$ cat src/rtl/uart_tx_fifo.sv
// Buffered 8N1 UART transmitter: a small byte FIFO feeding an LSB-first
// serialiser whose bit period comes from a runtime clock divisor.
module uart_tx_fifo #(
  parameter int FIFO_DEPTH = 4,
  parameter int DIV_W      = 16
) (
  input  logic                          wb_clk_i,
  input  logic                          wb_rst_i,
  input  logic [DIV_W-1:0]              clk_div,
  input  logic [7:0]                    tx_data,
  input  logic                          tx_valid,
  output logic                          tx_ready,
  output logic                          tx_o,
  output logic                          busy,
  output logic [$clog2(FIFO_DEPTH):0]   fifo_count
);

  localparam int AW = $clog2(FIFO_DEPTH);
  localparam int CW = AW + 1;

  typedef enum logic [1:0] {
    IDLE  = 2'd0,
    START = 2'd1,
    DATA  = 2'd2,
    STOP  = 2'd3
  } state_t;

  state_t           state, state_nxt;
  logic [7:0]       mem [FIFO_DEPTH];
  logic [AW-1:0]    wr_ptr, rd_ptr;
  logic [7:0]       shift_q;
  logic [2:0]       bit_cnt;
  logic [DIV_W-1:0] baud_cnt;
  logic [DIV_W-1:0] period_q;
  logic [DIV_W-1:0] period_new;
  logic             push, pop, fifo_empty, bit_done;

  // Ready depends only on registered occupancy, never on tx_valid.
  assign tx_ready   = (fifo_count != CW'(FIFO_DEPTH));
  assign push       = tx_valid && tx_ready;
  assign fifo_empty = (fifo_count == '0);
  assign bit_done   = (baud_cnt == '0);
  assign busy       = (state != IDLE) || !fifo_empty;
  // Divisors below 2 are clamped so every bit lasts at least two cycles.
  assign period_new = (clk_div < DIV_W'(2)) ? DIV_W'(2) : clk_div;

  // State register.
  always_ff @(posedge wb_clk_i) begin
    // NOTE: sequential state always uses non-blocking assignments so every
    // register samples pre-edge values regardless of statement order.
    if (wb_rst_i) state <= IDLE;
    else          state <= state_nxt;
  end

  // Next-state logic and FIFO pop request.
  always_comb begin
    // NOTE: defaults first so no path through the case leaves a signal
    // unassigned, which would otherwise infer a latch.
    state_nxt = state;
    pop       = 1'b0;
    case (state)
      IDLE: begin
        if (!fifo_empty) begin
          pop       = 1'b1;
          state_nxt = START;
        end
      end
      START: begin
        if (bit_done) state_nxt = DATA;
      end
      DATA: begin
        if (bit_done && (bit_cnt == 3'd7)) state_nxt = STOP;
      end
      STOP: begin
        if (bit_done) begin
          if (!fifo_empty) begin
            pop       = 1'b1;
            state_nxt = START;
          end else begin
            state_nxt = IDLE;
          end
        end
      end
      default: state_nxt = IDLE;
    endcase
  end

  // FIFO pointers and occupancy; a full FIFO refuses pushes even on a pop cycle.
  always_ff @(posedge wb_clk_i) begin
    if (wb_rst_i) begin
      wr_ptr     <= '0;
      rd_ptr     <= '0;
      fifo_count <= '0;
    end else begin
      if (push) wr_ptr <= wr_ptr + AW'(1);
      if (pop)  rd_ptr <= rd_ptr + AW'(1);
      case ({push, pop})
        2'b10:   fifo_count <= fifo_count + CW'(1);
        2'b01:   fifo_count <= fifo_count - CW'(1);
        default: fifo_count <= fifo_count;
      endcase
    end
  end

  // FIFO storage write port.
  always_ff @(posedge wb_clk_i) begin
    // NOTE: the storage array is deliberately not reset; the pointers alone
    // define which entries are valid, and this lets it map onto plain RAM.
    if (push) mem[wr_ptr] <= tx_data;
  end

  // Serialiser datapath: baud counter, shift register and registered line.
  always_ff @(posedge wb_clk_i) begin
    if (wb_rst_i) begin
      tx_o     <= 1'b1;
      shift_q  <= '0;
      bit_cnt  <= '0;
      baud_cnt <= '0;
      period_q <= '0;
    end else if (pop) begin
      // Entering START (from IDLE or straight from STOP): load byte, latch period.
      shift_q  <= mem[rd_ptr];
      period_q <= period_new;
      baud_cnt <= period_new - DIV_W'(1);
      bit_cnt  <= '0;
      tx_o     <= 1'b0;
    end else begin
      case (state)
        START: begin
          if (bit_done) begin
            baud_cnt <= period_q - DIV_W'(1);
            tx_o     <= shift_q[0];
          end else begin
            baud_cnt <= baud_cnt - DIV_W'(1);
          end
        end
        DATA: begin
          if (bit_done) begin
            baud_cnt <= period_q - DIV_W'(1);
            if (bit_cnt == 3'd7) begin
              tx_o <= 1'b1;
            end else begin
              shift_q <= shift_q >> 1;
              tx_o    <= shift_q[1];
              bit_cnt <= bit_cnt + 3'd1;
            end
          end else begin
            baud_cnt <= baud_cnt - DIV_W'(1);
          end
        end
        STOP: begin
          tx_o <= 1'b1;
          if (!bit_done) baud_cnt <= baud_cnt - DIV_W'(1);
        end
        default: tx_o <= 1'b1;
      endcase
    end
  end

endmodule
$ cat config.mk
export PLATFORM = sky130hd
export DESIGN_NAME = uart_tx_fifo
export DESIGN_NICKNAME = d
export VERILOG_FILES = /design/src/rtl/uart_tx_fifo.sv
export SDC_FILE = /design/constraint.sdc
export NUM_CORES = 1
export LEC_CHECK = 0
export ABC_CLOCK_PERIOD_IN_PS = 4900
export BUFFER_PORTS_ARGS = -buffer_cell sky130_fd_sc_hd__buf_2
export CORE_MARGIN = 2
export CORE_UTILIZATION = 50
export DETAILED_ROUTE_END_ITERATION = 7
export GPL_TIMING_DRIVEN = 0
export PLACE_DENSITY_LB_ADDON = 0.05
export SLEW_MARGIN = 20
export SYNTH_ARGS = -nofsm -noshare
export SYNTH_HDL_FRONTEND = slang
export SYNTH_SLANG_ARGS = --single-unit
$ cat constraint.sdc
create_clock -name wb_clk_i -period 4.9 [get_ports wb_clk_i]
set_clock_uncertainty 0.15 [all_clocks]
set_input_delay 1.47 -clock wb_clk_i [delete_from_list [all_inputs] [get_ports wb_clk_i]]
set_output_delay 1.47 -clock wb_clk_i [all_outputs]
set_load 0.01 [all_outputs]
==> results.yml, run 1 <==
status:
  outcome: "finished clean"
layout:
  drive_gt1_share_pct: 16.0
  nets: 558
  fillers: 842
  post-route-util_pct: 56.6
  n_antenna_cell: 0
  final-instance-count-excl-fill: 630
  area_delta_synth_final_pct: 11.1
  fin_area_sq_mm: 0.00518
grt:
  grt_pass1_vias: 3541
  grt_max_degree: 19
  grt_pass1_wl_mm: 18.4
  grt_antenna_before_repair: 0
  gr-total-overflow: 0
  track_usage_pct: 23.8
yosys:
  post_synth_xor_area_fraction_pct: 5.26
  synth_top_area_cell: "dfxtp_1"
  yosysWarnings: 0
  synth_top_area_share_pct: 23.6
  ys_types: 62
  synth_seq_cells: 87
  synth_fa_ha_area_share_pct: 4.72
  yosys.area_share.simple_pct: 19.3
  synth_compound_area_share_pct: 16.1
  synth_top_family_by_area: "simple AND/OR/NAND/NOR gates"
  synthArstFlopShare_pct: 0
  synth-edff-count: 32
  synth-main-ff-cell: "dfxtp_1"
  synth_mux_area_share_pct: 6.44
  synthCells: 471
  postSynthAreaPerCell_sq_um: 9.90
  syn_nets: 515
  synthesis.area_sq_mm: 0.00466
  synthTopCellsByArea: "dfxtp_1 (24%), edfxtp_1 (21%), a21oi_1 (4.4%), nand2_1 (4.3%), ha_1 (4.3%)"
  synth_seq_area_share_pct: 44.2
timing:
  drv_slew: 0
  setup_viol: 0
  min_period_ns: 4.14
  timing.final.crit_share_pct: 84.5
  max_freq_mhz: 241
  hold_violations: 0
  setup_total_negative_slack_ns: 0
  max-slew-margin-rel_pct: 44.7
  worst_pin_slew_ns: 0.823
  rsz0062_at_grt: "false"
worst_setup_path:
  cp_slowest_cell: "or4_4"
  cp_max_fo: 6
  cp-end-kind: "flop"
  critPathArrivalTime_ns: 4.27
  path_cells: "buf_2 > or4_4 > or4_4 > o31ai_2 > ha_1 > nand3b_1 > nor4_1 > xor2_1 > nand2_1 > o32ai_1"
  crit_top_cell: "or4_4"
  cpLargestDelayFamily: "simple AND/OR/NAND/NOR gates"
  critical-path-max-stage-delay_ns: 0.55
  cp-start-kind: "primary input"
  worst-path-buf-inv: 1
  required_ns: 5.03
  crit_type: "primary input to flop"
floorplan:
  die_area_sq_mm: 0.0101
  coreArea_sq_mm: 0.00915
  fp.dieW_um: 101
  rows: 35
  start_util_pct: 50.9
  die_y_um: 101
  io_pins: 33
clocking:
  numCtsBuffers: 9
  cts_tree: "yes"
  clock_path_buffers: 2
  post_cts_buffers: 0
  htreeDepth: 3
  cts.reportedPaths.clkPinSlew_ns: 0.10
  cts-hold-fix-buffers: 0
  cts_root_buffer: "clkbuf_8"
  cts_resized: 0
  clk_latency_ns: 0.36
  clock-sinks: 87
run:
  cap_violations: 0
pwr:
  peakVddDrop_mv: 0.277
  total_power_uw: 3480
  power_leakage_uw: 0.00187
  p_per_area_mw_per_mm2: 672
drt:
  drc: 0
  detail-route-antenna-nets: 0
  drt_iter0_drc: 270
  routedWlPerCell_um: 18.1
  vias_per_cell: 5.88
  first_pass_iters: 5
  routed_wirelength_mm: 11.4
  vias: 3703
hold_path:
  hp-class: "flop to flop"
place:
  io_buffers: 32
  dp_hpwl_mm: 8.40
  placed_area_sq_mm: 0.00496
  dp.cells: 614
  place.gp.congestion: 0.883
## placed cells by master (no fill, tap or decap), types with 6 or more instances in the layout
| master | netlist | layout |
|---|---|---|
| a211oi_1 | 12 | 12 |
| a21oi_1 | 41 | 41 |
| buf_2 | 6 | 38 |
| clkbuf_1 | 13 | 13 |
| clkbuf_8 | 0 | 9 |
| dfxtp_1 | 55 | 55 |
| edfxtp_1 | 32 | 32 |
| ha_1 | 16 | 16 |
| inv_1 | 13 | 13 |
| mux2i_1 | 12 | 12 |
| mux4_2 | 8 | 8 |
| nand2_1 | 54 | 54 |
| nand3_1 | 8 | 8 |
| nand4_1 | 6 | 6 |
| nor2_1 | 43 | 43 |
| nor3_1 | 17 | 17 |
| nor4_1 | 7 | 7 |
| o21ai_0 | 6 | 6 |
| o32ai_1 | 6 | 6 |
| or3_1 | 6 | 6 |
| xnor2_1 | 13 | 13 |
| xor2_1 | 15 | 15 |
## kinds of logic after synthesis
group | Yosys count
AO/OA/AOI/OAI | 107
XOR/XNOR | 28
adder cells (fa/ha/maj) | 17
buffers and inverters | 38
flip-flops | 87
multiplexers | 20
AND/OR/NAND/NOR | 174
## per-layer routing
metal / vias up / routed length (um) / global-route usage [%]
met3: 13 / 539 / 3.68
met2: 90 / 5100 / 35.7
met4: 0 / 138 / 7.38
met1: 1776 / 5660 / 35.4
li1: 1824 / - / -
met5: - / 0 / 0
## worst paths after layout
| path | end | slack (ns) | from | cells after the start |
|---|---|---|---|---|
| hold reg to reg | period_q[8] | 0.33 | period_q[8] | 2 |
| hold / removal | period_q[8] | 0.33 | period_q[8] | 2 |
| setup / recovery | baud_cnt[8] | 0.76 | clk_div[8] | 10 |
| setup reg to reg | fifo_count[2] | 1.31 | baud_cnt[0] | 14 |
## through the flow
step | setup WS, ns | hold slack [ns]
2_1_floorplan | 0.895 | 0.294
3_3_place_gp | 0.365 | 0.310
3_5_place_dp | 0.368 | 0.323
4_1_cts | 0.746 | 0.335
5_1_grt | 0.610 | 0.361
6_report | 0.758 | 0.332
## cells in the mapped netlist (3+ instances only)
master,number
nand4_1,6
o211ai_1,4
inv_1,13
a211oi_1,12
xnor2_1,13
clkbuf_1,13
dfxtp_1,55
mux4_2,8
buf_6,4
nand3_1,8
xor2_1,15
and3_1,4
o31ai_1,4
edfxtp_1,32
nand2b_1,4
a21oi_1,41
o32ai_1,6
nand2_1,54
buf_2,6
o21ai_0,6
a32oi_1,3
a22oi_1,3
ha_1,16
or3_1,6
nor2_1,43
nor3b_1,4
or4_1,3
a21o_1,3
nor3_1,17
a221oi_2,3
mux2i_1,12
o21a_1,4
nor4_1,7
## tightest hold or removal path: cells and delay by family, from the launching register on
| kind | cells | cell delay (ns) |
|---|---|---|
| DFF | 1 | 0.34 |
| AOI/OAI and AO/OA | 1 | 0.05 |
| and+or+nand+nor | 1 | 0.06 |
## flip-flops by register name, summed over array words and instances, names as in the netlist, named ones only
register / count
mem: 32
baud_cnt: 16
period_q: 16
shift_q: 8
bit_cnt: 3
fifo_count: 3
rd_ptr: 2
state: 2
wr_ptr: 2
tx_o: 1
## layout make-up
cell class                      instances  area [sq um]  share of cell area (%)
Tap cell                              111           139                    2.68
Clock buffer                            9           124                    2.39
Timing Repair Buffer                   32           160                    3.09
Sequential cell                        87          2060                    39.8
Clock inverter                          7          95.1                    1.84
Inverter                               14          53.8                    1.04
Multi-Input combinational cell        346          2420                    46.7
Buffer                                 24           128                    2.46
## power by group
part	leakage (uW)	switching [uW]	total [uW]	internal (uW)
registers	0.000745	182	1120	943
clock network	0.000111	297	549	253
logic	0.00101	1090	1800	718
total	0.00187	1570	3480	1910
Note: power is estimated with default switching activity, not from simulation.
==> inputs of run 2 (changes only) <==
--- a/config.mk
+++ b/config.mk
@@ -5,7 +5,8 @@
 export SDC_FILE = /design/constraint.sdc
 export NUM_CORES = 1
 export LEC_CHECK = 0
-export ABC_CLOCK_PERIOD_IN_PS = 4900
+export ABC_AREA = 1
+export ABC_CLOCK_PERIOD_IN_PS = 3700
 export BUFFER_PORTS_ARGS = -buffer_cell sky130_fd_sc_hd__buf_2
 export CORE_MARGIN = 2
 export CORE_UTILIZATION = 50
==> constraint.sdc (replaced) <==
create_clock -name wb_clk_i -period 3.7 [get_ports wb_clk_i]
set_clock_uncertainty 0.15 [all_clocks]
set_input_delay 1.11 -clock wb_clk_i [delete_from_list [all_inputs] [get_ports wb_clk_i]]
set_output_delay 1.11 -clock wb_clk_i [all_outputs]
set_load 0.01 [all_outputs]
==> run 2 against run 1 <==
Total power grew 34%. Worst setup slack lost 0.12 ns. Critical path depth grew 3. Clock power grew 25%. Highest routed layer unchanged.
==> results.yml, run 2 <==
worst_setup_path:
  critPathArrivalTime_ns: 3.16
  cpLargestDelayFamily: "adder cells"
  cp-end-kind: "flop"
  r2r_setup_slack_ns: 0.64
  cp_max_fo: 10
  cp-start-kind: "flop"
  worst-path-buf-inv: 4
  cp_slowest_cell: "dfxtp_1"
  critical-path-max-stage-delay_ns: 0.42
  required_ns: 3.80
  path_cells: "inv_1 > ha_1 > nor2_1 > a21boi_2 > buf_6 > buf_4 > ha_1 > inv_1 > fa_1 > a21oi_1 > o21ai_0 > o21ai_0 > a21oi_1"
  worstReg2RegEnd: "fifo_count[2]"
  reg2regPathDepth: 13
  r2r-start: "state[0]"
  crit_type: "flop to flop"
layout:
  regMostFlops: "mem"
  post-route-util_pct: 56.7
  drive_gt1_share_pct: 10.6
  n_antenna_cell: 0
  final_cell_mix: "nand2_1 (172), nor2_1 (98), inv_1 (74)"
  area_delta_synth_final_pct: 10.5
  reg.largest.list: "mem: 32 flops, baud_cnt: 16 flops, period_q: 16 flops"
  layout_commonest_cell: "nand2_1"
  nets: 777
  fin_area_sq_mm: 0.00552
  largest_reg_flops: 32
status:
  outcome: "finished clean"
pwr:
  power_leakage_uw: 0.00242
  p_int_uw: 2430
  total_power_uw: 4660
  p_sw_uw: 2220
  p_sw_share_pct: 47.7
  p_per_area_mw_per_mm2: 844
  peakVddDrop_mv: 0.467
  combPwrFrac_pct: 54.6
  p_seq_share_pct: 30.7
  power.share.clock_pct: 14.7
floorplan:
  die_area_sq_mm: 0.0108
  die_y_um: 104
  fp.dieW_um: 104
  start_util_pct: 51.3
  io_pins: 33
  coreArea_sq_mm: 0.00973
  rows: 36
drt:
  vias: 4632
  first_pass_iters: 7
  drc: 0
  drt_iter0_drc: 232
  vias_per_cell: 5.32
  routedWlPerCell_um: 15.2
  detail-route-antenna-nets: 0
  routed_wirelength_mm: 13.3
grt:
  track_usage_pct: 25.1
  gr-total-overflow: 0
  grt_pass1_wl_mm: 21.2
  grt_antenna_before_repair: 0
  grt_max_degree: 17
  grt_pass1_vias: 4470
clocking:
  cts-hold-fix-buffers: 0
  clock_path_buffers: 2
  cts.reportedPaths.clkPinSlew_ns: 0.09
  cts_tree: "yes"
  post_cts_buffers: 0
  cts_root_buffer: "clkbuf_8"
  cts_resized: 0
  clock-sinks: 87
  htreeDepth: 3
  clk_latency_ns: 0.36
  numCtsBuffers: 9
timing:
  drv_slew: 0
  worst_pin_slew_ns: 0.743
  setup_total_negative_slack_ns: 0
  min_period_ns: 3.06
  fin_hold_ws_ns: 0.322
  setup_viol: 0
  max-slew-margin-rel_pct: 50.3
  max_freq_mhz: 327
  rsz0062_at_grt: "false"
  timing.final.crit_share_pct: 82.7
  hold_violations: 0
place:
  io_buffers: 32
  dp_hpwl_mm: 10.1
  placed_area_sq_mm: 0.00532
  place.gp.congestion: 0.928
hold_path:
  min_from: "bit_cnt[2]"
  hp-class: "flop to flop"
  whs_path_depth: 2
  worstHoldEndpoint: "bit_cnt[2]"
yosys:
  synthesis.area_sq_mm: 0.00499
  synth_seq_cells: 87
  synth_seq_area_share_pct: 41.3
  synth-edff-count: 32
  synth.most_common_cell: "nand2_1"
  synth_top_area_share_pct: 22.0
  synthTopCellsByArea: "dfxtp_1 (22%), edfxtp_1 (19%), nand2_1 (13%), nor2_1 (7.4%), nand3_1 (5.6%)"
  synthArstFlopShare_pct: 0
  synth-main-ff-cell: "dfxtp_1"
  synthTopCellsByCount: "nand2_1 (172), nor2_1 (98), inv_1 (74)"
  synthCells: 690
  postSynthAreaPerCell_sq_um: 7.24
  yosysWarnings: 0
  ys_types: 36
  synth_top_area_cell: "dfxtp_1"
  syn_nets: 734
run:
  cap_violations: 0
==> run 2: cell types whose count changed after synthesis, sizes merged, moves of 12 or more <==
cell	before	now
nand2	54	177
inv	13	77
nor2	44	104
nand3	8	57
mux2i	12	0
o21ai	8	56
==> run 2: worst max-delay path by stage <==
stage | slack [ns] | cells after the start | end | start
3_5_place_dp | 0.46 | 16 | baud_cnt[12] | clk_div[8]
6_report | 0.64 | 13 | fifo_count[2] | state[0]
4_1_cts | 0.63 | 13 | fifo_count[2] | state[0]
2_1_floorplan | 0.98 | 13 | fifo_count[2] | state[0]
5_1_grt | 0.32 | 17 | fifo_count[2] | baud_cnt[0]
3_3_place_gp | 0.45 | 16 | baud_cnt[12] | clk_div[9]
==> run 2: power groups by stage <==
stage	sequential (uW)	combinational (uW)	clock (uW)
3_5_place_dp	1450	2530	0
6_report	1430	2540	686
4_1_cts	1430	2540	695
5_1_grt	1460	2870	735
3_3_place_gp	1440	2470	0
2_1_floorplan	1400	1890	0
==> run 2: cell type report <==
cell class,count,area [sq um]
clock inverters,7,76.3
multi-input cells,507,2520
inverters,77,289
well taps,133,166
repair buffers,32,160
plain buffers,19,120
flip-flops and latches,87,2060
fillers,986,4210
clock buffers,9,124
==> run 2: logic make-up (layout without fill, tap and decap cells) <==
logic type,after synthesis,after routing,share of synthesized area (%)
simple gates,363,363,31.0
compound gates,107,107,11.6
buf+inv,96,144,8.19
flops,87,87,41.3
xor+xnor,19,19,3.33
fa+ha+maj,17,17,4.41
mux,1,1,0.225
==> run 2: per-layer routing <==
| layer | share of wire, % | up-vias | global-route usage (%) |
|---|---|---|---|
| met2 | 51 | 131 | 45.7 |
| met3 | 4.6 | 31 | 3.13 |
| met5 | 0 | - | 0 |
| li1 | - | 2344 | - |
| met1 | 41 | 2126 | 28.8 |
| met4 | 3.2 | 0 | 12.5 |
==> run 2: tightest hold or removal path: stages, from the launching register on <==
cell     delay (ns)
dfxtp_1        0.32
nand2_1        0.06
a21oi_1        0.05
==> run 2: through the flow <==
| stage | instances | setup WS, ns |
|---|---|---|
| 2_1_floorplan | 690 | 0.980 |
| 3_3_place_gp | 855 | 0.454 |
| 3_5_place_dp | 855 | 0.462 |
| 4_1_cts | 871 | 0.627 |
| 5_1_grt | 871 | 0.321 |
| 6_report | 871 | 0.641 |
